===== config.mk =====
export PLATFORM = sky130hd
export DESIGN_NAME = irq_ctrl
export DESIGN_NICKNAME = d
export VERILOG_FILES = /design/src/rtl/irq_ctrl.sv
export SDC_FILE = /design/constraint.sdc
export NUM_CORES = 1
export LEC_CHECK = 0
export CORE_MARGIN = 3
export CORE_UTILIZATION = 46
export CTS_CLUSTER_SIZE = 8
export DETAILED_ROUTE_END_ITERATION = 7
export PLACE_DENSITY = 0.8
export SLEW_MARGIN = 0
export SYNTH_ARGS = -nofsm -noshare
export SYNTH_HDL_FRONTEND = slang
export SYNTH_SLANG_ARGS = --single-unit

===== constraint.sdc =====
create_clock -name clk -period 2.7 [get_ports clk]
set_input_delay 0.81 -clock clk [delete_from_list [all_inputs] [get_ports clk]]
set_output_delay 0.81 -clock clk [all_outputs]
set_load 0.02 [all_outputs]

===== src/rtl/irq_ctrl.sv =====
`default_nettype none
// ----------------------------------------------------------------------------
// irq_ctrl : synchronised, masked, priority-encoded interrupt front-end for CP0
// Revision : 1.0
// ----------------------------------------------------------------------------
module irq_ctrl #(
  parameter int N_SRC       = 8,
  parameter int SYNC_STAGES = 2
) (
  input  logic             clk,
  input  logic             rst,
  input  logic [N_SRC-1:0] irq_src,
  input  logic             cfg_we,
  input  logic [1:0]       cfg_addr,
  input  logic [31:0]      cfg_wdata,
  output logic [31:0]      cfg_rdata,
  input  logic             ir_ack,
  input  logic             eoi,
  output logic             ir_in,
  output logic [3:0]       irq_id
);

  localparam logic [1:0] ADDR_MASK    = 2'd0;
  localparam logic [1:0] ADDR_MODE    = 2'd1;
  localparam logic [1:0] ADDR_PENDING = 2'd2;

  typedef enum logic [1:0] {
    ST_IDLE    = 2'd0,
    ST_REQ     = 2'd1,
    ST_SERVICE = 2'd2
  } state_e;

  logic [SYNC_STAGES-1:0][N_SRC-1:0] sync_q, sync_d;
  logic [N_SRC-1:0] prev_q, prev_d;
  logic [N_SRC-1:0] edge_pend_q, edge_pend_d;
  logic [N_SRC-1:0] mask_q, mask_d;
  logic [N_SRC-1:0] mode_q, mode_d;
  state_e           state_q, state_d;
  logic             ir_in_q, ir_in_d;
  logic [3:0]       irq_id_q, irq_id_d;

  logic [N_SRC-1:0] sync_last;
  logic [N_SRC-1:0] pend;
  logic [N_SRC-1:0] active;
  logic [N_SRC-1:0] rise;
  logic [N_SRC-1:0] clr;
  logic [3:0]       winner;
  logic             wr_pend;
  logic             ack_take;
  logic             unused_wdata;

  assign unused_wdata = ^cfg_wdata[31:N_SRC];

  assign sync_last = sync_q[SYNC_STAGES-1];
  assign rise      = sync_last & ~prev_q;
  // Level sources bypass the pending flop so a withdrawn line drops out as soon as it is synchronised.
  assign pend      = (mode_q & edge_pend_q) | (~mode_q & sync_last);
  assign active    = pend & mask_q;
  assign wr_pend   = cfg_we && (cfg_addr == ADDR_PENDING);
  assign ack_take  = ir_ack && (state_q == ST_REQ);

  always_comb begin
    sync_d[0] = irq_src;
    for (int s = 1; s < SYNC_STAGES; s++) begin
      sync_d[s] = sync_q[s-1];
    end
    prev_d = sync_last;
  end

  always_comb begin
    clr = wr_pend ? cfg_wdata[N_SRC-1:0] : '0;
    for (int i = 0; i < N_SRC; i++) begin
      if (ack_take && (irq_id_q == 4'(i))) begin
        clr[i] = 1'b1;
      end
    end
    edge_pend_d = mode_q & ((edge_pend_q & ~clr) | rise);
    mask_d = (cfg_we && (cfg_addr == ADDR_MASK)) ? cfg_wdata[N_SRC-1:0] : mask_q;
    mode_d = (cfg_we && (cfg_addr == ADDR_MODE)) ? cfg_wdata[N_SRC-1:0] : mode_q;
  end

  always_comb begin
    winner = '0;
    for (int i = N_SRC - 1; i >= 0; i--) begin
      if (active[i]) begin
        winner = 4'(i);
      end
    end
  end

  always_comb begin
    state_d  = state_q;
    irq_id_d = irq_id_q;
    case (state_q)
      ST_IDLE: begin
        if (active != '0) begin
          state_d  = ST_REQ;
          irq_id_d = winner;
        end
      end
      ST_REQ: begin
        if (ir_ack) begin
          state_d = ST_SERVICE;
        end else if (active == '0) begin
          state_d = ST_IDLE;
        end else begin
          irq_id_d = winner;
        end
      end
      ST_SERVICE: begin
        if (eoi) begin
          state_d = ST_IDLE;
        end
      end
      default: state_d = ST_IDLE;
    endcase
    // Leaving SERVICE always lands in IDLE, so CP0 sees a low cycle before the next request.
    ir_in_d = (state_d == ST_REQ);
  end

  always_ff @(posedge clk or posedge rst) begin
    if (rst) begin
      sync_q      <= '0;
      prev_q      <= '0;
      edge_pend_q <= '0;
      mask_q      <= '0;
      mode_q      <= '0;
      state_q     <= ST_IDLE;
      ir_in_q     <= 1'b0;
      irq_id_q    <= '0;
    end else begin
      sync_q      <= sync_d;
      prev_q      <= prev_d;
      edge_pend_q <= edge_pend_d;
      mask_q      <= mask_d;
      mode_q      <= mode_d;
      state_q     <= state_d;
      ir_in_q     <= ir_in_d;
      irq_id_q    <= irq_id_d;
    end
  end

  always_comb begin
    cfg_rdata = '0;
    case (cfg_addr)
      ADDR_MASK:    cfg_rdata[N_SRC-1:0] = mask_q;
      ADDR_MODE:    cfg_rdata[N_SRC-1:0] = mode_q;
      ADDR_PENDING: cfg_rdata[N_SRC-1:0] = pend;
      default: begin
        cfg_rdata[31]  = ir_in_q;
        cfg_rdata[30]  = (state_q == ST_SERVICE);
        cfg_rdata[3:0] = irq_id_q;
      end
    endcase
  end

  assign ir_in  = ir_in_q;
  assign irq_id = irq_id_q;

endmodule
`default_nettype wire


==> reports/qor.csv, run 1 <==
stage,metric,value,unit
synthesis,ys_seq_area_frac,0.530,
timing,finalCritPeriodShare,0.975,
routing,drcViolationCount,0,
synthesis,synth_mux_area_frac,0.140,
die,fp-row-count,26,
setup_path,worstPathRequired,1890,ps
routing,met3WireLength,252,microns
setup_path,slowest_delay,270,ps
routing,met1_length,2240,microns
setup_path,worstSetupStartpointType,input port,
placement,port_buffers,36,
setup_path,cp_num_buf_inv,4,
setup_path,crit_chain,dlygate4sd2_1 -> buf_4 -> buf_4 -> and4b_1 -> clkdlybuf4s15_2,
die,pin_count,84,
clock_tree,cts_sinks,54,
clock_tree,cts_made_buffers,5,
flow_run,maxCapViolCount,0,
timing,slew_violations,0,
grt,grt_pass1_vias,1596,
timing,timing.fmax,380,MHz
grt,grt_antenna_before_repair,0,
setup_path,timing.rr.start,edge_pend_q[4],
grt,grtUsageTotal,0.162,
die,die_w,80.4,microns
setup_path,cp_slowest_cell,dlygate4sd2_1,
synthesis,synth-xor-area-share,0,
cells_and_area,n_antenna_cell,0,
timing,finalHoldViolations,0,
hold_path,whs_path_depth,0,
clock_tree,cts_hold_buf,0,
pwr,ir_drop,0.337,mV
timing,period_needed,2630,ps
status,outcome,finished clean,
clock_tree,cts_tree,yes,
timing,fin_worst_skew,7.66,ps
placement,place_congestion,0.861,
routing,wl,4870,microns
placement,place_ws,-725,ps
synthesis,synth_top_family_by_area,multiplexers,
setup_path,critPathTopFamily,buffers and inverters,
synthesis,synth_ff_type,dfrtp_1,
clock_tree,htreeDepth,2,
grt,grt_overflow_total,0,
cells_and_area,fin_util,0.593,
timing,rsz0062_at_grt,no,
synthesis,syn_area_per_cell,12.1,sq um
pwr,power_density,723,nW/um^2
setup_path,cp-end-kind,output pin,
cells_and_area,drive_gt1_frac,0.270,
setup_path,cpMostUsedCell,buf_4,
synthesis,netlist_area,2550,sq um
routing,vias_per_cell,4.96,
cells_and_area,stdcell_count,337,
synthesis,synth-seq-cells,54,
setup_path,crit_start,cfg_addr[1],
clock_tree,clockBufferDepth,2,
synthesis,synth_cell_types,46,
die,dieArea,6470,sq um
setup_path,reg2reg_depth,5,
die,coreArea,5240,sq um
synthesis,synth_compound_area_frac,0.119,
setup_path,reg2reg_to,irq_id[1],
synthesis,syn_inst,211,
timing,hold_slack,355,ps
setup_path,cp.arrival,1820,ps
die,start_util,0.486,
hold_path,hold_path.class,reg2reg,
routing,drt_iter0_markers,134,
synthesis,synth_edf_count,0,
routing,wl_per_cell,14.4,microns
die,die_height,80.4,microns
grt,grt_pass1_wl,7910,microns
timing,setup_viol,0,
placement,dp_cells,328,
setup_path,r2r_slack,1030,ps
hold_path,hold_start,sync_d[15],
setup_path,path_max_fanout,5,
grt,grt_max_degree,55,
routing,first_pass_iters,4,
clock_tree,root_buffer,clkbuf_8,
synthesis,ys_async_sr_fraction,1.00,
timing,setup_tns,0,ps
routing,route.met2.wl,2300,microns
placement,dpl.hpwl,3570,microns
clock_tree,clkTransAtPathRegs,90,ps
setup_path,worstSetupPathType,in2out,
hold_path,holdPathEnd,prev_d[7],
cells_and_area,synthToLayoutAreaGrowth,22.0,%
clock_tree,clk_latency,310,ps
pwr,power.leakage,1.40,nW
synthesis,yosysWarnings,0,
routing,num_vias,1671,
synthesis,yosys.area_share.adder,0,
routing,routed.top_layer,met4,
synthesis,yosys.area_share.simple,0.124,
routing,postRouteAntennaNets,0,
cells_and_area,nets,313,
timing,setup_ws,67.3,ps
## cell families after synthesis
logic type,Yosys count
multiplexers,27
flip-flops,54
other,1
AND/OR/NAND/NOR,51
AO/OA/AOI/OAI,44
buffers and inverters,34
## cells in the mapped netlist, types with 2 or more instances
cell type / count / area, sq um
nor2_1: 3 / 11.3
o21ai_1: 2 / 10.0
a21boi_1: 2 / 15.0
inv_1: 8 / 30.0
a21oi_1: 13 / 65.1
mux2_4: 5 / 75.1
o21ai_0: 3 / 15.0
nand2_1: 17 / 63.8
nand2_2: 2 / 12.5
and2_1: 4 / 25.0
dfrtp_1: 54 / 1350
mux4_1: 2 / 52.6
o311ai_0: 2 / 17.5
o22ai_1: 6 / 37.5
buf_4: 23 / 173
mux2i_1: 5 / 50.1
o22a_1: 2 / 17.5
mux2_2: 13 / 146
and2b_1: 2 / 15.0
o211ai_1: 6 / 45.0
nor2b_1: 3 / 18.8
nand2b_1: 10 / 62.6
## stage by stage
stage               power (mW)  cell area (sq um)
floorplan                 1.53               2630
global placement          1.78               3020
detailed placement        1.80               3020
CTS                       2.26               3090
global route              2.37               3110
finish                    2.25               3110
## flip-flops by register name, summed over array words and instances, names as in the netlist
signal / cells
sync_d: 8
irq_id: 3
prev_d: 8
mask_q: 8
prev_q: 8
state_q: 2
ir_in: 1
mode_q: 8
edge_pend_q: 8
## worst max-delay path by stage
stage                    endpoint  slack, ps  cells past startpoint
floorplan            cfg_rdata[1]         90                      2
global placement     cfg_rdata[3]       -750                      6
detailed placement   cfg_rdata[5]       -720                      6
CTS                  cfg_rdata[0]         20                      5
global route         cfg_rdata[3]          1                      5
finish              cfg_rdata[30]         70                      5
## worst reg2reg max path: cells and delay by family (launching register included)
kind               cells  cell delay [ps]
muxes                  1              300
AOI/OAI and AO/OA      2              560
DFF                    1              410
and+or+nand+nor        2              290
## area by class of cell
class                      instances  area [sq um]
clock buffer                       6          82.6
clock inverter                     2          12.5
fill                             453          2130
inverter                           8          30.0
multi-input combinational        145          1070
sequential                        54          1350
tap                               70          87.6
timing repair buffer              52           469
## timing repair
action                                  CTS  global route
endpoints found under the setup margin   10             4
cloned                                    0             0
gates resized for setup                  50             5
setup buffers                             1             0
## metal layers
| layer | up-vias | global-route usage |
|---|---|---|
| li1 | 798 | - |
| met5 | - | 0 |
| met2 | 56 | 0.248 |
| met3 | 8 | 0.0381 |
| met4 | 0 | 0.0591 |
| met1 | 809 | 0.223 |
## report_power, final
part	leakage, nW	switching (mW)	internal [mW]
clock	0.0472	0.261	0.207
sequential	0.650	0.101	0.931
combinational	0.706	0.378	0.369
## cells in the final DEF, fill, tap and decap left out, types with 3 or more instances in the layout
| cell | synthesis | routed |
|---|---|---|
| and2_1 | 4 | 4 |
| buf_4 | 23 | 16 |
| nand2_1 | 17 | 17 |
| clkbuf_8 | 0 | 6 |
| nand2b_1 | 10 | 10 |
| mux4_2 | 1 | 3 |
| o211ai_1 | 6 | 6 |
| o21ai_0 | 3 | 3 |
| mux2_2 | 13 | 13 |
| conb_1 | 1 | 23 |
| buf_2 | 1 | 4 |
| inv_1 | 8 | 7 |
| buf_6 | 0 | 3 |
| nor2b_1 | 3 | 3 |
| clkdlybuf4s50_1 | 0 | 24 |
| dfrtp_1 | 54 | 54 |
| nor2_1 | 3 | 3 |
| a21oi_1 | 13 | 12 |
| mux2i_1 | 5 | 5 |
| mux2_4 | 5 | 5 |
| o22ai_1 | 6 | 4 |
(Power assumes the default switching activity.)
==> inputs of run 2 (changes only) <==
--- a/config.mk
+++ b/config.mk
@@ -7,7 +7,6 @@
 export LEC_CHECK = 0
 export CORE_MARGIN = 3
 export CORE_UTILIZATION = 46
-export CTS_CLUSTER_SIZE = 8
 export DETAILED_ROUTE_END_ITERATION = 7
 export PLACE_DENSITY = 0.8
 export SLEW_MARGIN = 0
==> results of run 2 <==
Final layout, timing and power as in run 1 (identical DEF).
